==> src/rtl/qcl_edge_event_arbiter.sv <==
`default_nettype none
// ============================================================================
//  Module      : qcl_edge_event_arbiter
//  Description : Per-channel edge capture into pending flags, serialised
//                round-robin onto a single valid/ready event port.
//  Revision    : 1.0 - initial release
// ============================================================================
module qcl_edge_event_arbiter #(
   parameter int num_req_p            = 4,
   parameter bit falling_not_rising_p = 1'b0,
   parameter bit reset_val_p          = 1'b0,
   localparam int id_width_lp         = (num_req_p > 1) ? $clog2(num_req_p) : 1
) (
   input  logic                   clk_i,
   input  logic                   reset_n_i,
   input  logic [num_req_p-1:0]   sig_i,
   input  logic [num_req_p-1:0]   en_i,
   output logic                   v_o,
   output logic [id_width_lp-1:0] id_o,
   input  logic                   ready_i,
   output logic [num_req_p-1:0]   pending_o,
   output logic [num_req_p-1:0]   ovf_o,
   input  logic [num_req_p-1:0]   ovf_clr_i
);

   localparam logic [id_width_lp-1:0] c_last_rst = id_width_lp'(num_req_p - 1);
   localparam logic [id_width_lp:0]   c_num_req  = (id_width_lp + 1)'(num_req_p);

   typedef enum logic [0:0] {
      S_IDLE  = 1'b0,
      S_OFFER = 1'b1
   } state_t;

   state_t                 r_state;
   state_t                 w_state_nxt;
   logic [num_req_p-1:0]   r_sig;
   logic [num_req_p-1:0]   r_pend;
   logic [num_req_p-1:0]   r_ovf;
   logic [id_width_lp-1:0] r_id;
   logic [id_width_lp-1:0] r_last;

   logic [num_req_p-1:0]   w_det;
   logic [num_req_p-1:0]   w_cap;
   logic [num_req_p-1:0]   w_clr;
   logic [num_req_p-1:0]   w_pend_nxt;
   logic [num_req_p-1:0]   w_ovf_nxt;
   logic [id_width_lp:0]   w_scan;
   logic [id_width_lp-1:0] w_winner;
   logic                   w_found;
   logic                   w_load;

   generate
      if (falling_not_rising_p) begin : g_fall
         assign w_det = ~sig_i & r_sig;
      end else begin : g_rise
         assign w_det = sig_i & ~r_sig;
      end
   endgenerate

   assign w_cap = w_det & en_i;

   // Round-robin scan starting just after the last winner, wrapping mod num_req_p.
   always_comb begin
      w_found  = 1'b0;
      w_winner = '0;
      w_scan   = '0;
      for (int k = 1; k <= num_req_p; k++) begin
         w_scan = {1'b0, r_last} + (id_width_lp + 1)'(k);
         if (w_scan >= c_num_req) begin
            w_scan = w_scan - c_num_req;
         end
         if (!w_found && r_pend[w_scan]) begin
            w_found  = 1'b1;
            w_winner = w_scan[id_width_lp-1:0];
         end
      end
   end

   always_comb begin
      w_state_nxt = r_state;
      w_load      = 1'b0;
      case (r_state)
         S_IDLE: begin
            if (|r_pend) begin
               w_load      = 1'b1;
               w_state_nxt = S_OFFER;
            end
         end
         S_OFFER: begin
            if (ready_i) begin
               if (|r_pend) begin
                  w_load = 1'b1;
               end else begin
                  w_state_nxt = S_IDLE;
               end
            end
         end
         default: w_state_nxt = S_IDLE;
      endcase
   end

   // A capture coinciding with the load re-arms pending without flagging overflow.
   always_comb begin
      w_clr = '0;
      for (int i = 0; i < num_req_p; i++) begin
         w_clr[i] = w_load && (w_winner == id_width_lp'(i));
      end
      w_pend_nxt = (r_pend & ~w_clr) | w_cap;
      w_ovf_nxt  = (w_cap & r_pend & ~w_clr) | (r_ovf & ~ovf_clr_i);
   end

   always_ff @(posedge clk_i or negedge reset_n_i) begin
      if (!reset_n_i) begin
         r_state <= S_IDLE;
      end else begin
         r_state <= w_state_nxt;
      end
   end

   always_ff @(posedge clk_i or negedge reset_n_i) begin
      if (!reset_n_i) begin
         r_sig  <= {num_req_p{reset_val_p}};
         r_pend <= '0;
         r_ovf  <= '0;
         r_id   <= '0;
         r_last <= c_last_rst;
      end else begin
         r_sig  <= sig_i;
         r_pend <= w_pend_nxt;
         r_ovf  <= w_ovf_nxt;
         if (w_load) begin
            r_id   <= w_winner;
            r_last <= w_winner;
         end
      end
   end

   assign v_o       = (r_state == S_OFFER);
   assign id_o      = r_id;
   assign pending_o = r_pend;
   assign ovf_o     = r_ovf;

endmodule
`default_nettype wire

==> config.mk <==
export PLATFORM = sky130hd
export DESIGN_NAME = qcl_edge_event_arbiter
export DESIGN_NICKNAME = d
export VERILOG_FILES = /design/src/rtl/qcl_edge_event_arbiter.sv
export SDC_FILE = /design/constraint.sdc
export NUM_CORES = 1
export LEC_CHECK = 0
export CORE_MARGIN = 8
export CORE_UTILIZATION = 36
export CTS_CLUSTER_DIAMETER = 80
export CTS_CLUSTER_SIZE = 28
export DETAILED_ROUTE_END_ITERATION = 8
export GPL_TIMING_DRIVEN = 1
export PLACE_DENSITY = 0.68
export SYNTH_ARGS = -nofsm -noshare
export SYNTH_HDL_FRONTEND = slang
export SYNTH_SLANG_ARGS = --single-unit
export TNS_END_PERCENT = 50
==> constraint.sdc <==
create_clock -name clk_i -period 3.8 [get_ports clk_i]
set_input_delay 0.38 -clock clk_i [delete_from_list [all_inputs] [get_ports clk_i]]
set_output_delay 0.38 -clock clk_i [all_outputs]
set_load 0.005 [all_outputs]
## Word-level counts from Yosys, hierarchy flattened

Index checks and enable logic that the tools add are counted.

| operators by class | value |
|---|---|
| add/sub/neg operators | 8 |
| order comparisons | 8 |
| eq/ne operators | 3 |
| muxes and demuxes | 24 |
| bitwise operators | 12 |
| reductions and logical operators | 12 |

Operators by type and width:

| kind | number |
|---|---|
| bitwise AND 4 bit | 6 |
| >= comparator 3 bit, second input constant | 4 |
| < comparator 3 bit, second input constant | 4 |
| 2-to-1 mux 3 bit | 4 |
| inverter 4 bit | 3 |
| subtractor 3 bit, second input constant | 4 |
| 2-to-1 mux 1 bit | 10 |
| binary-select mux 1 bit (select 2 bit) | 4 |
| 2-to-1 mux 2 bit | 4 |
| bitwise OR 4 bit | 2 |
| logical AND 1 bit | 7 |
| adder 2 x 2 -> 3 bit, second input constant | 2 |
| == test 2 bit, second input constant | 2 |
| one-hot mux 1 bit (2 select lines) | 2 |
| OR reduction 4 bit | 1 |
| adder 2 x 1 -> 3 bit, second input constant | 1 |
| adder 2 x 3 -> 3 bit, second input constant | 1 |
| logical NOT 1 bit | 3 |
| == test 2 x 1 -> 1 bit, second input constant | 1 |
| logical NOT 2 bit | 1 |
| inverter 1 bit | 1 |

| word-level totals | value |
|---|---|
| register bits after elaboration | 17 |
| output and inout port bits | 11 |

## Logic depth before layout (Yosys ltp)

| logic depth | value |
|---|---|
| depth after elaboration | 20 |
| depth in mapped cells | 6 |
| gate-level depth less buffers | 5 |

## Least setup slack after synthesis

Ideal clock, no wire load.

| timing | value |
|---|---|
| path type | register to register |
| start | register r_pend[1], in the netlist pending_o[1] |
| end | register r_ovf[2], in the netlist ovf_o[2] |
| library setup time | 0.126 ns |
| data arrival time | 1.391 ns |
| data required time | 3.674 ns |
| path slack | 2.283 ns |
| stages on the path, launching flop included | 6 |
| path buffers | 0 |
| cell sequence | dfrtp_1 > nor2_4 > o22ai_1 > or4_4 > o21ai_2 > o22ai_1 |

| between the ends | value |
|---|---|
| longest elaborated chain between the ends | 17 |
| elaborated cells on any way between the ends | 30 |
| classes of those cells | 1 x eq/ne; 18 x mux; 3 x bitwise; 8 x reduce/logical |

Ends and longest elaborated chain:

| what | line | RTL |
|---|---|---|
| start: declaration | 37 | `logic [num_req_p-1:0] r_pend;` |
| start signal: assignment | 129 | `r_pend <= w_pend_nxt;` |
| binary-select mux 1 bit (select 2 bit) | 72 | `if (!w_found && r_pend[w_scan]) begin` |
| 2-to-1 mux 1 bit (not written as such) | 72 |  |
| 2-to-1 mux 1 bit | 72 |  |
| logical NOT 1 bit | 72 |  |
| logical AND 1 bit | 72 |  |
| 2-to-1 mux 1 bit | 72 |  |
| logical NOT 1 bit | 72 |  |
| logical AND 1 bit | 72 |  |
| [2 not listed] | -- |  |
| logical AND 1 bit | 72 |  |
| 2-to-1 mux 2 bit | 72 |  |
| == test 2 bit | 106 | `w_clr[i] = w_load && (w_winner == id_width_lp'(i));` |
| logical AND 1 bit * | 106 |  |
| inverter 4 bit * | 109 | `w_ovf_nxt = (w_cap & r_pend & ~w_clr) \| (r_ovf & ~ovf_clr_i);` |
| bitwise AND 4 bit * | 109 |  |
| bitwise OR 4 bit * | 109 |  |
| named net w_ovf_nxt[2] | 46 | `logic [num_req_p-1:0] w_ovf_nxt;` |
| end signal: assignment | 130 | `r_ovf <= w_ovf_nxt;` |
| end: declaration | 38 | `logic [num_req_p-1:0] r_ovf;` |

Mark *: on every way through the listed nets, which the timed path passes. The rest lies on a longest branch. The select of a mux whose other input is x is not followed.
A chain may end at the register's enable or synchronous reset.

## Worst setup path after layout

| timing | value |
|---|---|
| start | register r_pend[3], in the netlist pending_o[3] |
| end | output pending_o[3] |

RTL lines:

| what | line | RTL |
|---|---|---|
| end: declaration | 21 | `output logic [num_req_p-1:0] pending_o,` |

No word-level cell between the ends.

==> results.md <==
* Status: finished clean
* CTS H-tree depth at 1
* Fin. Hold Viols at 0
* Post-synth top area share at 52.4%
* CP top delay family: buffers and inverters
* Vias per cell at 4.93
* Hold_buf cts at 0
* Placed Instances at 118
* CTS root buffer: clkbuf_4
* Share of cells above drive strength 1 at 9.47%
* Synth Cell Area at 716 µm²
* Die height at 60.6 µm
* Clk_lat worst skew at 280 ps
* Synth Instances at 67
* Syn_nets at 82
* Max Cap Viol at 0
* Worst slack at placement at 1960 ps
* Top FF cell, synth: dfrtp_1
* Core Util, Final at 53.1%
* Die ar. at 3670 µm²
* VDD IR max at 430 µV
* Post-Layout Cell Count at 122
* DRC viols at 0
* Vias at 602
* Worst path arrival time at 1320 ps
* Finished Cell Area at 1020 µm²
* Vias in the first global route at 604
* Clock skew at 2.04 ps
* Ys Warns at 0
* Post_cts resized at 0
* Crit-path cells: clkdlybuf4s50_1
* First-pass GRT wire length at 2560 µm
* Register area at 428 µm²
* Clk pin slew, worst setup/hold paths at 90 ps
* Core Footprint at 1920 µm²
* DRT Pass-1 Iters at 7
* CTS tree: done
* Fraction of registers with async set/reset at 100%
* CTS sink count at 17
* Synth top area cells: dfrtp_1 52%, dfstp_2 7.3%, nand2_1 5.2%, nand3b_1 5.2%, o22ai_1 4.4%
* Fin crit share at 44.8%
* Diode count at 0
* Synth unique cells at 23
* # setup viols final at 0
* Crit Path Max Fanout at 7
* Number of cell rows at 16
* Slew of the pin with the lowest slew margin at 745 ps
* Max_slew headroom at 50.2%
* Largest net degree at the start of global routing at 18
* Fmax at 588 MHz
* Port Buffers at 25
* Initial Utilization at 37.2%
* CTS buffer count at 3
* Starting DRT DRC Count at 15
* Area occupied by multi-input gates at 264 µm²
* Area after DPL at 995 µm²
* Nets@finish at 111
* Crit-path slowest cell: clkdlybuf4s50_1
* Min Hold Slack at 488 ps
* Seq cells post-synth at 17
* HP Class: flop to flop
* Area leader, netlist: dfrtp_1
* FILL cells at 195
* Number of synthesized flops with an enable pin at 0
* TNS Setup at 0 ps
* Post-Route WL at 1560 µm
* Post-DP HPWL at 1180 µm
* Total Power at 0.724 mW
* Worst Slack Setup Final at 2100 ps
* Syn_area_per_cell at 10.7 µm²
* CTS max path bufs at 2
* Period minus WS final at 1700 ps
* PwrDens at 709 nW/µm²
* Critical Path End Type: output port
* Critical path class: flop to output port
* Total GRT Usage at 9.11%
* Routed Antenna Nets at 0
* Area grow syn2layout at 42.7%
* Total grt overflow at 0
* Register area share after synthesis at 59.8%
* RePlAce Congestion at 0.850
* Crit path buf inv count at 1
* Leak at 0.426 nW
* Startpoint Class: flop
* Die X at 60.6 µm
* I/O pin total at 26
* Max Transition Viols Final at 0
* Total setup buffers inserted after CTS at 0
* Worst path max stage delay at 550 ps
* Routed len/inst at 12.8 µm
* Initial antenna violation count at 0
* Setup repair after global routing missed its margin: false
* Worst endpoint required time at 3420 ps
[power breakdown]
part	internal (mW)	switching, mW	total, mW
Sequential	0.246	0.0689	0.315
Combinational	0.175	0.141	0.316
Clock	0.0407	0.0533	0.0940
[registers in the layout, summed over array words and instances, names as in the netlist]
name and cells:
r_last 2, pending_o 4, r_sig 4, id_o 2, v_o 1, ovf_o 4
[cells by family after synthesis]
group | after synthesis | synth area share, %
and+or+nand+nor | 26 | 19.4
AOI/OAI and AO/OA | 17 | 16.1
buffers and inverters | 6 | 3.32
DFF | 17 | 59.8
muxes | 1 | 1.40
[layer usage]
layer | wire length [µm] | GRT usage (%) | vias to the layer above
li1 | - | - | 286
met1 | 699 | 10.8 | 289
met2 | 704 | 14.2 | 25
met3 | 145 | 2.97 | 2
met4 | 13 | 4.98 | 0
met5 | 0 | 0 | -
[worst reg2reg max path: cells and delay by family, from the launching register on]
family	cells	cell delay (ps)
flops	1	470
simple gates	2	700
compound gates	3	360
[cells in the final DEF, fill, tap and decap left out]
cell type        synthesis  routed
a21boi_0                 1       1
clkbuf_4                 0       3
o22a_1                   1       1
nand2b_1                 2       2
or4_4                    1       1
dfrtp_1                 15      15
nor2_4                   1       1
nor2b_1                  1       1
nor2_1                   6       6
o21a_1                   1       1
o31ai_1                  1       1
o22ai_1                  5       5
o21ai_0                  2       2
dfstp_2                  2       2
clkdlybuf4s50_1          0      25
nand2_1                 10      10
a21o_1                   1       1
nand3b_1                 5       5
a211oi_1                 1       1
mux2i_1                  1       1
a21oi_1                  1       1
o21ai_1                  1       1
clkbuf_1                 0       1
inv_1                    5       5
o21ai_2                  2       2
[final cells by class]
cell class | count | area share [%]
inverters | 5 | 1.84
multi-input cells | 44 | 25.9
flip-flops and latches | 17 | 41.9
clock buffers | 4 | 2.57
repair buffers | 25 | 24.5
well taps | 27 | 3.31
[Yosys cell counts, types with 2 or more instances]
| master | count |
|---|---|
| dfstp_2 | 2 |
| dfrtp_1 | 15 |
| nor2_1 | 6 |
| nand2_1 | 10 |
| nand3b_1 | 5 |
| inv_1 | 5 |
| o21ai_2 | 2 |
| nand2b_1 | 2 |
| o22ai_1 | 5 |
| o21ai_0 | 2 |
[worst paths after layout]
kind                                             start                  end  slack, ps  depth (start not counted)
worst max-delay path            pending_o[3]$_DFF_PN0_         pending_o[3]       2100                          1
worst min-delay path               id_o[1]$_DFFE_PN0P_  id_o[1]$_DFFE_PN0P_        490                          2
worst max register to register  pending_o[1]$_DFF_PN0_   ovf_o[3]$_DFF_PN0_       2170                          5
worst min register to register     id_o[1]$_DFFE_PN0P_  id_o[1]$_DFFE_PN0P_        490                          2
max in group asynchronous                    reset_n_i   r_sig[2]$_DFF_PN0_       2810                          1
min in group asynchronous                    reset_n_i  id_o[0]$_DFFE_PN0P_        530                          1
Note: power is estimated with default switching activity, not from simulation.
